File: src/rtl/bounce_emulator.sv
`default_nettype none
// ============================================================================
// Module   : bounce_emulator
// Purpose  : Turns a clean level request into a contact-bounce waveform.
//            Each level change produces a burst of pseudo-random toggles
//            ending at the new level. The output then holds that level for a
//            fixed settle window, after which a one-cycle settled pulse is
//            emitted. The burst depends only on SEED, so a model can replay it.
// Revision : 1.0 - initial release
// ============================================================================
module bounce_emulator #(
    parameter int          MAX_BOUNCES = 3,
    parameter int          GAP_BITS    = 4,
    parameter int          MIN_GAP     = 2,
    parameter int          HOLD_CYCLES = 1024,
    parameter logic [15:0] SEED        = 16'hACE1
) (
    input  logic clk,
    input  logic rst,        // asynchronous, active-low
    input  logic en,
    input  logic clean_in,
    output logic noisy_out,
    output logic busy,
    output logic settled
);

    // Counter widths. The gap counter must hold MIN_GAP + 2^GAP_BITS - 1
    // without wrapping.
    localparam int c_GAP_W = $clog2(MIN_GAP + (1 << GAP_BITS));
    localparam int c_TGL_W = (MAX_BOUNCES > 0) ? $clog2(2 * MAX_BOUNCES + 1) : 1;
    localparam int c_HLD_W = (HOLD_CYCLES > 1) ? $clog2(HOLD_CYCLES) : 1;

    localparam logic [c_TGL_W-1:0] c_TOGGLES   = c_TGL_W'(2 * MAX_BOUNCES);
    localparam logic [c_HLD_W-1:0] c_HOLD_LOAD = c_HLD_W'(HOLD_CYCLES - 1);
    localparam logic [c_GAP_W-1:0] c_MIN_GAP   = c_GAP_W'(MIN_GAP);

    typedef enum logic [1:0] {
        S_IDLE   = 2'd0,
        S_BOUNCE = 2'd1,
        S_HOLD   = 2'd2
    } state_t;

    state_t               r_state;
    logic [15:0]          r_lfsr;
    logic                 r_target;
    logic                 r_noisy;
    logic                 r_busy;
    logic                 r_settled;
    logic [c_GAP_W-1:0]   r_gap_cnt;
    logic [c_TGL_W-1:0]   r_toggles_left;
    logic [c_HLD_W-1:0]   r_hold_cnt;

    logic [15:0]          w_lfsr_next;
    logic [c_GAP_W-1:0]   w_gap;

    // Fibonacci LFSR x^16+x^14+x^13+x^11+1 shifting right; gap uses the
    // current (pre-advance) value.
    always_comb begin
        w_lfsr_next = {r_lfsr[0] ^ r_lfsr[2] ^ r_lfsr[3] ^ r_lfsr[5], r_lfsr[15:1]};
        w_gap       = c_MIN_GAP + c_GAP_W'(r_lfsr[GAP_BITS-1:0]);
    end

    // Burst sequencer: IDLE waits for a level change, BOUNCE spaces toggles
    // by gap+1 cycles, HOLD times the settle window. Everything freezes
    // while en is low; settled is a single-cycle pulse.
    always_ff @(posedge clk or negedge rst) begin
        if (!rst) begin
            r_state        <= S_IDLE;
            r_lfsr         <= SEED;
            r_target       <= 1'b0;
            r_noisy        <= 1'b0;
            r_busy         <= 1'b0;
            r_settled      <= 1'b0;
            r_gap_cnt      <= '0;
            r_toggles_left <= '0;
            r_hold_cnt     <= '0;
        end else begin
            r_settled <= 1'b0;
            if (en) begin
                r_lfsr <= w_lfsr_next;
                case (r_state)
                    S_IDLE: begin
                        if (clean_in != r_target) begin
                            r_target       <= clean_in;
                            r_noisy        <= clean_in;
                            r_gap_cnt      <= w_gap;
                            r_toggles_left <= c_TOGGLES;
                            r_busy         <= 1'b1;
                            if (MAX_BOUNCES == 0) begin
                                r_state    <= S_HOLD;
                                r_hold_cnt <= c_HOLD_LOAD;
                            end else begin
                                r_state    <= S_BOUNCE;
                            end
                        end
                    end
                    S_BOUNCE: begin
                        if (r_gap_cnt == '0) begin
                            r_noisy        <= ~r_noisy;
                            r_toggles_left <= r_toggles_left - c_TGL_W'(1);
                            r_gap_cnt      <= w_gap;
                            // Even toggle count: the last toggle lands on target.
                            if (r_toggles_left == c_TGL_W'(1)) begin
                                r_state    <= S_HOLD;
                                r_hold_cnt <= c_HOLD_LOAD;
                            end
                        end else begin
                            r_gap_cnt <= r_gap_cnt - c_GAP_W'(1);
                        end
                    end
                    S_HOLD: begin
                        if (r_hold_cnt == '0) begin
                            r_settled <= 1'b1;
                            r_busy    <= 1'b0;
                            r_state   <= S_IDLE;
                        end else begin
                            r_hold_cnt <= r_hold_cnt - c_HLD_W'(1);
                        end
                    end
                    default: begin
                        r_state <= S_IDLE;
                        r_busy  <= 1'b0;
                    end
                endcase
            end
        end
    end

    assign noisy_out = r_noisy;
    assign busy      = r_busy;
    assign settled   = r_settled;

endmodule
`default_nettype wire

File: config.mk
export PLATFORM = sky130hd
export DESIGN_NAME = bounce_emulator
export DESIGN_NICKNAME = d
export VERILOG_FILES = /design/src/rtl/bounce_emulator.sv
export SDC_FILE = /design/constraint.sdc
export NUM_CORES = 1
export LEC_CHECK = 0
export CORE_MARGIN = 5
export CORE_UTILIZATION = 35
export CTS_BUF_LIST = sky130_fd_sc_hd__clkbuf_4
export DETAILED_ROUTE_END_ITERATION = 7
export GPL_ROUTABILITY_DRIVEN = 0
export GPL_TIMING_DRIVEN = 0
export PLACE_DENSITY_LB_ADDON = 0.05
export SLEW_MARGIN = 20
export SYNTH_ARGS = -nofsm -noshare
export SYNTH_HDL_FRONTEND = slang
export SYNTH_SLANG_ARGS = --single-unit
File: constraint.sdc
create_clock -name clk -period 3.2 [get_ports clk]
set_clock_uncertainty 0.2 [all_clocks]
set_input_delay 0.64 -clock clk [delete_from_list [all_inputs] [get_ports clk]]
set_output_delay 0.64 -clock clk [all_outputs]
set_load 0.03 [all_outputs]
==> results of run 1 <==
==> placed cells by master (no fill, tap or decap), types with 2 or more instances in the layout <==
cell              n
dfrtp_1          32
mux2_2           17
inv_1            13
nand2_1          11
a21oi_1          11
nor2_1           10
o21ai_0          10
dfstp_2           8
o31ai_1           6
nand2b_1          5
nand3_1           5
xnor2_1           5
nor3_1            5
ha_1              5
clkbuf_4          5
clkbuf_1          4
clkdlybuf4s50_1   4
a21o_1            3
mux2i_1           3
or4b_1            2
buf_1             2
and3_1            2
a22oi_1           2
o41ai_1           2
==> kinds of logic after synthesis <==
logic type,Yosys count
buffers and inverters,20
flip-flops,40
multiplexers,21
AND/OR/NAND/NOR,48
AO/OA/AOI/OAI,47
XOR/XNOR,5
adder cells (fa/ha/maj),5
==> power by group through the flow <==
stage	clock network (mW)	registers, mW	logic (mW)
5_1_grt	0.372	1.03	0.985
6_report	0.338	0.988	0.859
3_3_place_gp	0	0.990	0.841
3_5_place_dp	0	1.00	0.867
2_1_floorplan	0	0.967	0.664
4_1_cts	0.350	0.991	0.870
==> metal layers <==
metal  up-vias  GRT usage  wire [um]  share of wire
li1        704          -          -              -
met1       721     0.1464       1859           0.48
met2        16     0.2004       1860           0.48
met3         7    0.03232        115          0.029
met4         0    0.04674         78          0.020
met5         -          0          0              0
==> layout make-up <==
type / count / area [um2]
clock inverters: 3 / 42.54
flip-flops and latches: 40 / 1011
plain buffers: 7 / 27.53
fillers: 554 / 3299
clock buffers: 5 / 37.54
inverters: 13 / 48.80
well taps: 72 / 90.09
repair buffers: 6 / 72.57
multi-input cells: 126 / 944.7
==> sequential cells by signal (all words and copies together), names as in the netlist <==
| name | count |
|---|---|
| busy | 1 |
| noisy_out | 1 |
| r_gap_cnt | 5 |
| r_hold_cnt | 10 |
| r_lfsr | 16 |
| r_state | 2 |
| r_target | 1 |
| r_toggles_left | 3 |
| settled | 1 |
==> worst register-to-register path: cells and delay by family, from the launching register on <==
| family | cells | cell delay (ps) |
|---|---|---|
| adder cells (fa/ha/maj) | 1 | 230 |
| multiplexers | 1 | 340 |
| AND/OR/NAND/NOR | 2 | 860 |
| flip-flops | 1 | 440 |
| buffers and inverters | 2 | 260 |
| AO/OA/AOI/OAI | 1 | 350 |
==> worst max-delay path by stage <==
stage	cells past startpoint	end	slack [ps]
6_report	7	r_hold_cnt[1]	430
5_1_grt	6	noisy_out	280
4_1_cts	7	r_hold_cnt[1]	420
3_5_place_dp	5	noisy_out	300
3_3_place_gp	1	r_gap_cnt[4]	280
2_1_floorplan	7	r_hold_cnt[1]	660
==> results.yml, run 1 <==
setup_path:
  cp_top_family: "simple AND/OR/NAND/NOR gates"
  rr_worst_depth: 7
  crit_arrival_ps: 2820
  regToRegEndpoint: "r_hold_cnt[1]"
  crit_start: "r_hold_cnt[1]"
  critPathLaunchType: "flop"
  reg2reg_slack_ps: 430
  cpMaxStageDelayCell: "or4b_1"
  cp_max_fo: 9
  critical_path_class: "reg2reg"
  critPathBufInv: 2
  timing.rr.start: "r_hold_cnt[1]"
  crit_required_ps: 3250
  max_stage_delay_ps: 460
  crit_path_end_kind: "flop"
  crit_chain: "inv_1, ha_1, or4b_1, clkbuf_2, or3_4, o2111ai_4, mux2_4"
detailed_routing:
  ant_nets: 0
  totalWireLength_mm: 3.913
  first_iter_violations: 57
  via_per_inst: 5.324
  avgRoutedWirePerCell_um: 14.39
  dr.pass1.iters: 4
  post-route-drc-count: 0
  num_vias: 1448
synth:
  synth_top_cell_by_area: "dfrtp_1"
  synth_fa_ha_area_frac: 0.03079
  yosysMostFrequentCell: "dfrtp_1"
  synth_area_um2: 2032
  synthXorXnorAreaFrac: 0.02155
  synth_cell_type_count: 45
  synthTopCellsByArea: "dfrtp_1, dfstp_2, mux2_2, ha_1, a21oi_1"
  ys_top_cells_by_count: "dfrtp_1, mux2_2, inv_1, a21oi_1, nand2_1"
  netlist_instances: 186
  async_flop_share: 1.000
  synth_seq_cells: 40
  yosysSeqAreaShare: 0.4975
  ys.flop_type: "dfrtp_1"
  synth_top_family_by_area: "compound AO/OA/AOI/OAI gates"
  ys_warn_count: 0
  syn_avg_cell_area_um2: 10.92
  synth-simple-area-share: 0.1287
  synth-compound-area-share: 0.1675
  synth_nets: 195
  synthMuxAreaShare: 0.1164
  synth_top_cell_area_share: 0.3941
  synth_edf_count: 0
status:
  status: "complete, no violations"
floorplanning:
  die_w_um: 86.20
  core-area_um2: 5574
  ios: 7
  initial_core_util: 0.3645
  rows: 27
  die_h_um: 86.20
  dieArea_um2: 7430
cells_and_area:
  instances_no_fill: 272
  nets: 208
  fin_area_um2: 2275
  drive_above_1_share: 0.2100
  areaGrowthSynthToFinish_pct: 11.95
  final_core_util: 0.4081
  antenna-diode-count: 0
power:
  comb_power_share: 0.393
  swShare: 0.3773
  power_frac_seq: 0.452
  intPower_mw: 1.360
  power.leakage_nw: 0.9345
  p_sw_uw: 824.2
  totalPowerFinal_mw: 2.185
  ir_drop_v: 0.0003437
  power_density_nw_per_um2: 960.4
  pwr-share-clk: 0.155
placement:
  numPortBuffers: 5
  place_hpwl_mm: 2.884
  dp_slack_ps: 302.1
  dpl-instance-area_um2: 2195
  dp.cells: 264
sta:
  grt_setup_unrepaired: "false"
  fmax_mhz: 360.8
  fin_crit_ps: 2772
  fin_crit_sh: 0.8661
  setup_viol: 0
  hold_violations: 0
  worst_pin_slew_ps: 617.8
  holdWs_ps: 10.04
  finalSetupTns_ps: 0
  post-route-worst-setup-slack_ps: 428.4
  final_max_slew_viol_count: 0
  maxSlewHeadroom: 0.5882
global_routing:
  grt_pass1_vias: 1524
  antenna_found_initial: 0
  grt_max_degree: 25
  grt_use_total: 0.1196
  grt_pass1_wl_mm: 7.017
  gr-total-overflow: 0
clock_tree:
  cts_buffer_depth: 2
  cts-root-buf: "clkbuf_4"
  cts_tree: "built"
  cts_buffers: 5
  insertion_delay_ps: 350
  cts_hold_buffers: 0
  htree_num_levels: 2
  post_cts_buffers: 0
  cts_resized: 0
  cts.sinks: 40
  clk_pin_slew_ps: 130
hold_path:
  hp-class: "in2async"
run:
  maxCapViolations: 0
No activity file was read; power rests on OpenSTA's default activity.
==> run 2: changes to the inputs <==
--- a/config.mk
+++ b/config.mk
@@ -11,7 +11,7 @@
 export DETAILED_ROUTE_END_ITERATION = 7
 export GPL_ROUTABILITY_DRIVEN = 0
 export GPL_TIMING_DRIVEN = 0
-export PLACE_DENSITY_LB_ADDON = 0.05
+export SKIP_CTS_REPAIR_TIMING = 1
 export SLEW_MARGIN = 20
 export SYNTH_ARGS = -nofsm -noshare
 export SYNTH_HDL_FRONTEND = slang
==> run 2 against run 1 <==
Compared with the run above: core utilization hardly changed; worst setup slack improved by 23 ps; largest cell class unchanged; fmax increased by 0.86%; combinational power decreased by 2%; critical path type unchanged; register-to-register slack gained 20 ps.
==> results.yml, run 2 (synthesis results as in run 1) <==
setup_path:
  critPathLaunchType: "flop"
  crit_required_ps: 3250
  crit_path_end_kind: "flop"
  crit_arrival_ps: 2800
  cpMaxStageDelayCell: "or4b_1"
  critPathBufInv: 2
  crit_chain: "inv_1, ha_1, or4b_1, clkbuf_2, or3_4, o2111ai_4, mux2_4"
  critical_path_class: "reg2reg"
  max_stage_delay_ps: 450
  cp_top_family: "simple AND/OR/NAND/NOR gates"
  cp_max_fo: 9
hold_path:
  hp-class: "reg2reg"
floorplanning:
  initial_core_util: 0.3645
  ios: 7
  dieArea_um2: 7430
  die_w_um: 86.20
  rows: 27
  core-area_um2: 5574
  die_h_um: 86.20
clock_tree:
  cts_buffers: 5
  cts_buffer_depth: 2
  cts_tree: "built"
  insertion_delay_ps: 360
  clk_pin_slew_ps: 120
  htree_num_levels: 2
  cts-root-buf: "clkbuf_4"
  cts.sinks: 40
detailed_routing:
  dr.pass1.iters: 4
  via_per_inst: 5.099
  avgRoutedWirePerCell_um: 13.17
  post-route-drc-count: 0
  ant_nets: 0
  first_iter_violations: 41
  num_vias: 1392
  totalWireLength_mm: 3.596
global_routing:
  grt_pass1_wl_mm: 6.244
  grt_max_degree: 26
  grt_pass1_vias: 1333
  gr-total-overflow: 0
  grt_use_total: 0.1080
  antenna_found_initial: 0
cells_and_area:
  areaGrowthSynthToFinish_pct: 12.07
  final_core_util: 0.4085
  largest_reg_flops: 16
  top_regs: "r_lfsr: 16 flops, r_hold_cnt: 10 flops, r_gap_cnt: 5 flops"
  drive_above_1_share: 0.2090
  regMostFlops: "r_lfsr"
  nFillCells: 552
  antenna-diode-count: 0
  nets: 209
  final_cell_mix: "dfrtp_1, mux2_2, inv_1"
  layout_commonest_cell: "dfrtp_1"
placement:
  place_hpwl_mm: 2.611
  numPortBuffers: 5
status:
  status: "complete, no violations"
power:
  power.leakage_nw: 0.9354
  power_density_nw_per_um2: 951.2
  totalPowerFinal_mw: 2.166
  ir_drop_v: 0.0003525
sta:
  hold_violations: 0
  setup_viol: 0
  fmax_mhz: 363.9
  grt_setup_unrepaired: "false"
  finalSetupTns_ps: 0
  final_max_slew_viol_count: 0
  fin_crit_sh: 0.8588
  fin_crit_ps: 2748
  maxSlewHeadroom: 0.5764
  worst_pin_slew_ps: 635.3
run:
  maxCapViolations: 0
## run 2: cell count changes in the layout (fill, tap and decap cells not counted)
cell,change
dlygate4sd3_1,+1
buf_12,+1
buf_16,-1
## run 2: final timing paths
kind                                     from  depth (start not counted)             to  slack (ps)
worst min register to register     r_lfsr[15]                          2     r_lfsr[15]         300
worst min-delay path               r_lfsr[15]                          2     r_lfsr[15]         300
max in group asynchronous                 rst                          3      r_lfsr[0]        1740
worst max-delay path            r_hold_cnt[0]                          7  r_hold_cnt[1]         450
min in group asynchronous                 rst                          2       r_target         520
worst max register to register  r_hold_cnt[0]                          7  r_hold_cnt[1]         450
## run 2: through the flow
step,hold slack [ps],worst slack (ps),instance area [um2],std cells
floorplan,144.4,660.8,2032,186
global placement,280.5,268.6,2172,263
detailed placement,277.4,339.5,2187,264
CTS,-20.02,457.2,2267,272
global route,331.3,334.5,2277,273
finish,299.1,451.9,2277,273
## run 2: layer usage
layer / GRT usage / part of all wire / up-vias
li1: - / - / 698
met1: 0.1435 / 0.51 / 673
met4: 0.05949 / 0.025 / 0
met5: 0 / 0 / -
met3: 0.02852 / 0.027 / 7
met2: 0.1598 / 0.44 / 14
## run 2: report_power, final
part	switching (mW)	leakage, nW	internal (mW)
clock	0.177	0.0412	0.163
combinational	0.431	0.437	0.414
sequential	0.200	0.457	0.781
## run 2: area by class of cell
class	count	area [um2]	share of cell area
buffer	7	27.53	0.01209
clock buffer	5	37.54	0.01648
clock inverter	3	42.54	0.01868
inverter	13	48.80	0.02143
multi-input combinational	126	944.7	0.4148
sequential	40	1011	0.4440
tap	72	90.09	0.03956
timing repair buffer	7	75.07	0.03297
## run 2: worst register-to-register path: stages (launching register included)
cell and delay, ps:
dfrtp_1 440, inv_1 70, ha_1 230, or4b_1 450, clkbuf_2 170, or3_4 400
o2111ai_4 360, mux2_4 330
